**config.mk**
```make
export PLATFORM = sky130hd
export DESIGN_NAME = branch_prediction_unit
export DESIGN_NICKNAME = d
export VERILOG_FILES = /design/src/rtl/branch_prediction_unit_pkg.sv /design/src/rtl/branch_prediction_unit_bht.sv /design/src/rtl/branch_prediction_unit.sv
export SDC_FILE = /design/constraint.sdc
export NUM_CORES = 1
export LEC_CHECK = 0
export CAP_MARGIN = 20
export CELL_PAD_IN_SITES_DETAIL_PLACEMENT = 0
export CELL_PAD_IN_SITES_GLOBAL_PLACEMENT = 2
export CORE_MARGIN = 5
export CORE_UTILIZATION = 34
export DETAILED_ROUTE_END_ITERATION = 16
export HOLD_SLACK_MARGIN = 0.05
export PLACE_DENSITY = 0.82
export SKIP_CTS_REPAIR_TIMING = 1
export SYNTH_ARGS = -nofsm -noshare
export SYNTH_HDL_FRONTEND = slang
export SYNTH_SLANG_ARGS = --single-unit
```
**constraint.sdc**
```tcl
create_clock -name clock -period 3.2 [get_ports clock]
set_input_delay 0.32 -clock clock [delete_from_list [all_inputs] [get_ports clock]]
set_output_delay 0.32 -clock clock [all_outputs]
set_load 0.02 [all_outputs]
```
**src/rtl/branch_prediction_unit_pkg.sv**
```systemverilog
// branch_prediction_unit_pkg: next-PC select codes, branch funct3 codes and outcome decode helpers
package branch_prediction_unit_pkg;
  localparam logic [2:0] NEXT_PC_FETCH_4   = 3'b000;
  localparam logic [2:0] NEXT_PC_FETCH_IMM = 3'b001;
  localparam logic [2:0] NEXT_PC_EXEC_IMM  = 3'b010;
  localparam logic [2:0] NEXT_PC_JALR      = 3'b011;
  localparam logic [2:0] NEXT_PC_EXEC_4    = 3'b100;
  localparam logic [2:0] NEXT_PC_TRAP      = 3'b101;
  localparam logic [2:0] FUNCT3_BRANCH_BEQ  = 3'b000;
  localparam logic [2:0] FUNCT3_BRANCH_BNE  = 3'b001;
  localparam logic [2:0] FUNCT3_BRANCH_BLT  = 3'b100;
  localparam logic [2:0] FUNCT3_BRANCH_BGE  = 3'b101;
  localparam logic [2:0] FUNCT3_BRANCH_BLTU = 3'b110;
  localparam logic [2:0] FUNCT3_BRANCH_BGEU = 3'b111;
  localparam logic [1:0] CNT_INIT_DEFAULT = 2'b01;
  function automatic logic branch_legal(input logic [2:0] f3);
    return f3[2:1] != 2'b01;
  endfunction
  // EQ/GE/GEU are taken when the ALU compare result is zero, the others when it is not
  function automatic logic taken_on_zero(input logic [2:0] f3);
    return f3 == FUNCT3_BRANCH_BEQ || f3 == FUNCT3_BRANCH_BGE || f3 == FUNCT3_BRANCH_BGEU;
  endfunction
endpackage

```
**src/rtl/branch_prediction_unit_bht.sv**
```systemverilog
// branch_history_table: 2-bit saturating counters, async read, saturating update on write
module branch_history_table
  import branch_prediction_unit_pkg::*;
#(
  parameter int         ENTRIES  = 64,
  parameter logic [1:0] CNT_INIT = CNT_INIT_DEFAULT,
  localparam int        IDX_W    = $clog2(ENTRIES)
) (
  input  logic             clock,
  input  logic             reset_n,
  input  logic [IDX_W-1:0] i_rd_idx,
  output logic [1:0]       o_rd_cnt,
  input  logic             i_wr_en,
  input  logic [IDX_W-1:0] i_wr_idx,
  input  logic             i_wr_taken
);
  logic [1:0] r_cnt [ENTRIES];
  logic [1:0] w_cur;
  logic [1:0] w_nxt;
  assign w_cur = r_cnt[i_wr_idx];
  assign w_nxt = i_wr_taken ? (w_cur == 2'b11 ? 2'b11 : w_cur + 2'd1)
                            : (w_cur == 2'b00 ? 2'b00 : w_cur - 2'd1);
  assign o_rd_cnt = r_cnt[i_rd_idx];
  always_ff @(posedge clock or negedge reset_n) begin
    if (!reset_n)
      for (int i = 0; i < ENTRIES; i++) r_cnt[i] <= CNT_INIT;
    else if (i_wr_en)
      r_cnt[i_wr_idx] <= w_nxt;
  end
endmodule

```
**src/rtl/branch_prediction_unit.sv**
```systemverilog
// branch_prediction_unit: branch resolve/predict, next-PC select, flush and branch statistics
module branch_prediction_unit
  import branch_prediction_unit_pkg::*;
#(
  parameter int         BHT_ENTRIES = 64,
  parameter int         XLEN        = 32,
  parameter logic [1:0] CNT_INIT    = CNT_INIT_DEFAULT,
  parameter int         STAT_W      = 32,
  localparam int        IDX_W       = $clog2(BHT_ENTRIES)
) (
  input  logic              clock,
  input  logic              reset_n,
  input  logic              fetch_valid,
  input  logic              fetch_is_branch,
  input  logic [XLEN-1:0]   fetch_pc,
  output logic              predict_taken,
  input  logic              resolve_valid,
  input  logic [XLEN-1:0]   resolve_pc,
  input  logic              branch_enable,
  input  logic              jal_enable,
  input  logic              jalr_enable,
  input  logic              result_equal_zero,
  input  logic [2:0]        inst_funct3,
  input  logic              resolve_predicted_taken,
  output logic [2:0]        next_pc_select,
  output logic              flush,
  input  logic              stats_clear,
  output logic [STAT_W-1:0] branch_count,
  output logic [STAT_W-1:0] mispredict_count
);
  logic [1:0]        w_cnt;
  logic              w_legal;
  logic              w_taken;
  logic              w_rb;
  logic              w_mp;
  logic              w_jal;
  logic              w_jalr;
  logic              w_unused;
  logic [STAT_W-1:0] r_branch_count;
  logic [STAT_W-1:0] r_mispredict_count;
  assign w_legal = branch_legal(inst_funct3);
  assign w_taken = branch_enable & w_legal & (taken_on_zero(inst_funct3) == result_equal_zero);
  assign w_rb    = resolve_valid & branch_enable & w_legal;
  assign w_mp    = w_rb & (w_taken != resolve_predicted_taken);
  assign w_jal   = resolve_valid & !branch_enable & jal_enable;
  assign w_jalr  = resolve_valid & !branch_enable & !jal_enable & jalr_enable;
  assign w_unused = ^{fetch_pc[XLEN-1:IDX_W+2], fetch_pc[1:0], resolve_pc[XLEN-1:IDX_W+2],
                      resolve_pc[1:0], w_cnt[0]};
  branch_history_table #(.ENTRIES(BHT_ENTRIES), .CNT_INIT(CNT_INIT)) u_bht (
    .clock      (clock),
    .reset_n    (reset_n),
    .i_rd_idx   (fetch_pc[IDX_W+1:2]),
    .o_rd_cnt   (w_cnt),
    .i_wr_en    (w_rb),
    .i_wr_idx   (resolve_pc[IDX_W+1:2]),
    .i_wr_taken (w_taken)
  );
  assign predict_taken = fetch_valid & fetch_is_branch & w_cnt[1];
  always_comb begin
    next_pc_select = w_mp          ? (w_taken ? NEXT_PC_EXEC_IMM : NEXT_PC_EXEC_4) :
                     w_jal         ? NEXT_PC_EXEC_IMM :
                     w_jalr        ? NEXT_PC_JALR :
                     predict_taken ? NEXT_PC_FETCH_IMM : NEXT_PC_FETCH_4;
    flush = w_mp | w_jal | w_jalr;
  end
  // counters stick at all-ones; clear takes precedence over counting
  always_ff @(posedge clock or negedge reset_n) begin
    if (!reset_n) begin
      r_branch_count     <= '0;
      r_mispredict_count <= '0;
    end else if (stats_clear) begin
      r_branch_count     <= '0;
      r_mispredict_count <= '0;
    end else begin
      if (w_rb && !(&r_branch_count)) r_branch_count <= r_branch_count + STAT_W'(1);
      if (w_mp && !(&r_mispredict_count)) r_mispredict_count <= r_mispredict_count + STAT_W'(1);
    end
  end
  assign branch_count     = r_branch_count;
  assign mispredict_count = r_mispredict_count;
endmodule

```
# Word level (Yosys, flattened, before mapping)
# Index checks and enable logic that the tools add are counted.
[classes] add_sub_neg=4 n_reduce_logical=15 n_bitwise=15 eq_ne=6 mux=21 order_cmp=3
[ops] operator="bitwise mux 128 bit" n=1
[ops] operator="2-to-1 mux 32 bit" n=4
[ops] operator="adder 32 x 1 -> 32 bit, second input constant" n=2
[ops] operator="AND reduction 32 bit" n=2
[ops] operator="binary-select mux 2 bit (select 6 bit)" n=2
[ops] operator="2-to-1 mux 2 bit" n=10
[ops] operator=">= comparator 7 bit, second input constant" n=2
[ops] operator="inverter 6 -> 7 bit" n=2
[ops] operator="demux 2 bit (select 6 bit)" n=1
[ops] operator="AND 1 bit" n=11
[ops] operator="< comparator 7 x 1 -> 1 bit, second input constant" n=1
[ops] operator="== test 3 bit, second input constant" n=2
[ops] operator="2-to-1 mux 3 bit" n=2
[ops] operator="logical NOT 1 bit" n=4
[ops] operator="nonzero test 2 bit" n=2
[ops] operator="logical AND 1 bit" n=3
[ops] operator="logical NOT 3 bit" n=1
[ops] operator="adder 2 x 1 -> 2 bit, second input constant" n=1
[ops] operator="== test 2 bit, second input constant" n=1
[ops] operator="logical NOT 2 bit" n=1
[ops] operator="logical OR 1 bit" n=2
[ops] operator="inequality test 2 x 1 -> 1 bit, second input constant" n=1
[ops] operator="bitwise OR 1 bit" n=2
[ops] operator="subtractor 2 x 1 -> 2 bit, second input constant" n=1
[ops] operator="3 further kinds" n=3
[word_totals] output_inout_bits=69 ff_bits=192 elab_cells=130 inputBits=78

# Depth between registers and ports, before layout
[depth] ltp_word=10 ltp_mapped=11 mapped_depth_nobuf=7

# Cells and area by module
# From an unflattened synthesis, not the netlist that was laid out.
[hier_totals] hier_cells=1108 hier_area_um2=11220.8
[modules_own_cells] mod="branch_history_table" cells_per_inst=691 n_inst=1 seq_area_each_um2=3283.1 area_each_um2=7492.2
[modules_own_cells] mod="branch_prediction_unit" cells_per_inst=417 n_inst=1 seq_area_each_um2=1601.5 area_each_um2=3728.6

# Worst setup path before layout
# Ideal clock, no wire load.
[synth_timing] kind="in2out" from="input port fetch_pc[3]" to="output port next_pc_select[0]" t_arrival_ns=2.668 slack_ns=0.212 n_path_buf=2 required_time_ns=2.880 cell_stages=8 cell_sequence="clkbuf_1 > clkbuf_1 > mux4_2 > mux4_2 > mux4_2 > and3_1 > a21oi_2 > a211oi_1"
[synth_between] elab_chain_cells=9
[synth_lines] element="start: declaration" line_no="branch_prediction_unit.sv:15" source="input logic [XLEN-1:0] fetch_pc,"
[synth_lines] element="inverter 6 -> 7 bit (implied by the code)" line_no="branch_prediction_unit_bht.sv:23" source="assign o_rd_cnt = r_cnt[i_rd_idx];"
[synth_lines] element="binary-select mux 2 bit (select 6 bit)" line_no="branch_prediction_unit_bht.sv:23"
[synth_lines] element="2-to-1 mux 2 bit (implied by the code) (2 in series)" line_no="branch_prediction_unit_bht.sv:23"
[synth_lines] element="AND 1 bit" line_no="branch_prediction_unit.sv:58" source="assign predict_taken = fetch_valid & fetch_is_branch & w_cnt[1];"
[synth_lines] element="named net predict_taken" line_no="branch_prediction_unit.sv:16" source="output logic predict_taken,"
[synth_lines] element="2-to-1 mux 1 bit" line_no="branch_prediction_unit.sv:63" source="predict_taken ? NEXT_PC_FETCH_IMM : NEXT_PC_FETCH_4;"
[synth_lines] element="2-to-1 mux 2 bit" line_no="branch_prediction_unit.sv:62" source="w_jalr ? NEXT_PC_JALR :"
[synth_lines] element="2-to-1 mux 2 bit" line_no="branch_prediction_unit.sv:61" source="w_jal ? NEXT_PC_EXEC_IMM :"
[synth_lines] element="2-to-1 mux 3 bit" line_no="branch_prediction_unit.sv:60" source="next_pc_select = w_mp ? (w_taken ? NEXT_PC_EXEC_IMM : NEXT_PC_EXEC_4) :"
[synth_lines] element="end: declaration" line_no="branch_prediction_unit.sv:25" source="output logic [2:0] next_pc_select,"
# The timed path passes the listed nets, and every way through them passes these cells. The select of a mux whose other input is x is not followed.

# Final worst setup path
[layout_timing] from="register u_bht.r_cnt[79] in the netlist's numbering" to="output port next_pc_select[0]"
[layout_between] elab_chain_cells=8
[layout_lines] element="start: declaration" line_no="branch_prediction_unit_bht.sv:17" source="logic [1:0] r_cnt [ENTRIES];"
[layout_lines] element="start signal: indexed assignment" line_no="branch_prediction_unit_bht.sv:28" source="r_cnt[i_wr_idx] <= w_nxt;"
[layout_lines] element="binary-select mux 2 bit (select 6 bit)" line_no="branch_prediction_unit_bht.sv:23"
[layout_lines] element="2-to-1 mux 2 bit (implied by the code) (2 in series)" line_no="branch_prediction_unit_bht.sv:23"
[layout_lines] element="AND 1 bit" line_no="branch_prediction_unit.sv:58"
[layout_lines] element="2-to-1 mux 1 bit" line_no="branch_prediction_unit.sv:63"
[layout_lines] element="2-to-1 mux 2 bit" line_no="branch_prediction_unit.sv:62"
[layout_lines] element="2-to-1 mux 2 bit" line_no="branch_prediction_unit.sv:61"
[layout_lines] element="2-to-1 mux 3 bit" line_no="branch_prediction_unit.sv:60"
# No other way between the ends. The select of a mux whose other input is x is not followed.

==> flow_summary.json <==
{
  "run_status": "complete, but fails checks",
  "violations": "negative setup slack",
  "worstPathRequired_ns": 2.88,
  "dp_slack_ns": -0.655,
  "numCtsBuffers": 17,
  "dp_hpwl_mm": 20.5,
  "hold_class": "in -> async",
  "drt_wl_total_mm": 29.0,
  "synthTopCellsByArea": "dfrtp_1 33%, dfstp_2 17%, nand2_1 8.5%",
  "postPlaceCellArea_sq_um": 11800,
  "overflow": 0,
  "syn_area_per_cell_sq_um": 9.79,
  "vias": 8106,
  "path_common_cell": "mux4_2",
  "reg2reg_depth": 9,
  "slew_headroom_pct": 41.5,
  "p_leak_nw": 4.90,
  "grt_use_total_pct": 17.9,
  "rsz0062_at_grt": "yes",
  "postRouteAntennaNets": 0,
  "ys_dominant_reg_cell": "dfrtp_1",
  "end_kind": "output port",
  "path_class": "reg -> out",
  "fin_crit_sh_pct": 100,
  "worst_pin_slew_ns": 0.876,
  "peakVddDrop_mv": 0.339,
  "antenna_found_initial": 0,
  "cp-start-kind": "register",
  "synth_seq_cells": 192,
  "syn_nets": 1086,
  "ys_warn_count": 0,
  "fmax_mhz": 311,
  "areaGrowthSynthToFinish_pct": 26.6,
  "rows": 62,
  "start_util_pct": 34.4,
  "drtIter0Drc": 613,
  "io_buffers": 94,
  "worst_path_max_delay_cell": "mux4_2",
  "dieHeight_um": 180,
  "setup_violations": 1,
  "fin_cells": 1564,
  "synthCells": 1006,
  "syn_area_sq_um": 9850,
  "cp_cell_sequence": "mux4_2 -> mux4_2 -> mux4_2 -> and3_4 -> a21oi_2 -> a211oi_1 -> buf_2",
  "finClkSkew_ns": 0.0156,
  "critPathMaxStageDelay_ns": 0.54,
  "via_per_inst": 5.18,
  "cts.sink_count": 192,
  "fp.coreArea_sq_um": 28600,
  "synth_top_area_share_pct": 32.5,
  "place_inst": 1530,
  "fin_ws_ns": -0.0133,
  "fin_crit_ns": 3.21,
  "path_max_fanout": 3,
  "final_cell_area_sq_um": 12500,
  "cts.reportedPaths.clkPinSlew_ns": 0.08,
  "die_w_um": 180,
  "seq_area_frac_synth_pct": 49.6,
  "h-tree-depth": 4,
  "synth_top_area_cell": "dfrtp_1",
  "gp_congestion": 0.833,
  "grt_pass1_wl_mm": 46.8,
  "power_density_nw_per_um2": 427,
  "dieArea_sq_um": 32500,
  "ys_types": 53,
  "pin_count": 147,
  "synth-edff-count": 0,
  "cts_root_buf": "clkbuf_16",
  "drv_slew": 0,
  "maxCapViolations": 0,
  "final_layout_size_suffix_gt1_share_pct": 20.6,
  "grt_max_degree": 82,
  "cts_tree": "done",
  "num_antenna_cells": 0,
  "fin_nets": 1247,
  "drc": 0,
  "grt_pass1_vias": 8099,
  "async_flop_share_pct": 100,
  "clock_latency_ns": 0.44,
  "routedWlPerCell_um": 18.5,
  "hold_viol": 0,
  "first_pass_iters": 5,
  "clk_path_buf_depth": 2,
  "arrival_ns": 2.89
}
==> registers in the layout, summed over array words and instances, names as in the netlist <==
register	cells
branch_count	32
mispredict_count	32
u_bht.r_cnt	128
==> synth_stat cells (7+ instances only) <==
master and count:
a21oi_1 7, a221oi_1 18, a22oi_1 17, and2_1 8, and3_1 9, and4_1 10, buf_2 13, buf_6 9
clkbuf_1 24, dfrtp_1 128, dfstp_2 64, inv_1 11, mux2i_1 16, mux4_2 30, nand2_1 224, nand3_1 34
nand4_1 15, nor2_1 72, nor3_1 16, nor4_1 11, o211ai_1 7, o21ai_0 73, o21ai_1 67, xnor2_1 35
xor2_1 25
==> power breakdown <==
part           leakage [nW]  total, mW  internal, mW  switching [mW]
clock                 0.292       2.19          1.12            1.07
combinational          2.16      0.561         0.232           0.328
sequential             2.44       2.57          2.53          0.0462
==> cell families after synthesis <==
family,after synthesis,share of synthesized area [%]
compound gates,207,12.4
flops,192,49.6
fa+ha+maj,4,0.508
buf+inv,64,3.40
xor+xnor,60,5.33
simple gates,429,19.8
mux,50,8.94
==> per-stage QoR <==
step	utilization (%)	power, mW	hold WS (ns)	setup TNS [ns]
5_1_grt	43.6	5.56	0.485	-0.0600
4_1_cts	43.4	5.40	-0.0753	-1.14
6_report	43.6	5.33	0.454	-0.0133
3_5_place_dp	41.3	3.18	0.413	-4.20
2_1_floorplan	-	2.90	0.0244	0
3_3_place_gp	41.3	3.18	0.413	-1.34
==> area by class of cell <==
cell class | count | area [sq um]
Clock buffer | 18 | 429
Clock inverter | 14 | 169
Fill cell | 2724 | 16200
Inverter | 12 | 45.0
Multi-Input combinational cell | 750 | 4640
Sequential cell | 192 | 4880
Tap cell | 384 | 480
Timing Repair Buffer | 194 | 1830
==> final timing paths <==
check / startpoint / to / slack [ns]
worst min register to register: u_bht.r_cnt[68] / u_bht.r_cnt[68] / 0.46
worst min-delay path: reset_n / mispredict_count[11] / 0.45
worst max-delay path: u_bht.r_cnt[79] / next_pc_select[0] / -0.01
max in group asynchronous: reset_n / mispredict_count[18] / 1.75
min in group clock: stats_clear / mispredict_count[22] / 0.46
worst max register to register: u_bht.r_cnt[32] / u_bht.r_cnt[43] / 0.58
==> worst max-delay path, delay by kind of cell (launching register included) <==
family	cells	cell delay [ns]
DFF	1	0.45
muxes	3	1.51
AOI/OAI and AO/OA	2	0.14
and+or+nand+nor	1	0.19
buffers and inverters	1	0.17
==> metal layers <==
layer	share of wire (%)	track usage, %	vias to the layer above
met5	0	0	-
met4	2.0	4.78	0
met3	5.9	3.92	46
met2	45	27.2	261
met1	48	26.0	3910
li1	-	-	3889
==> placed cells by master (no fill, tap or decap), types with 5 or more instances in the layout <==
cell type / synthesis / layout
xor2_1: 25 / 25
dfrtp_1: 128 / 128
a21oi_1: 7 / 7
o211ai_1: 7 / 7
and2_1: 8 / 8
o21ai_0: 73 / 73
dfstp_2: 64 / 64
nor4_1: 11 / 11
a221oi_1: 18 / 18
nor3_1: 16 / 16
clkdlybuf4s50_1: 0 / 87
buf_12: 0 / 10
inv_1: 11 / 11
nand3_1: 34 / 34
xnor2_1: 35 / 35
a22oi_1: 17 / 17
and3_1: 9 / 8
nor2_1: 72 / 72
and3b_1: 6 / 6
nand4_1: 15 / 15
buf_4: 3 / 88
nand2_1: 224 / 224
or3_1: 5 / 5
o21ai_1: 67 / 67
mux4_2: 30 / 30
clkbuf_16: 0 / 18
and4_1: 10 / 10
clkinv_4: 0 / 5
mux2i_1: 16 / 16
nand2b_1: 6 / 6
No activity file was read; power rests on OpenSTA's default activity.
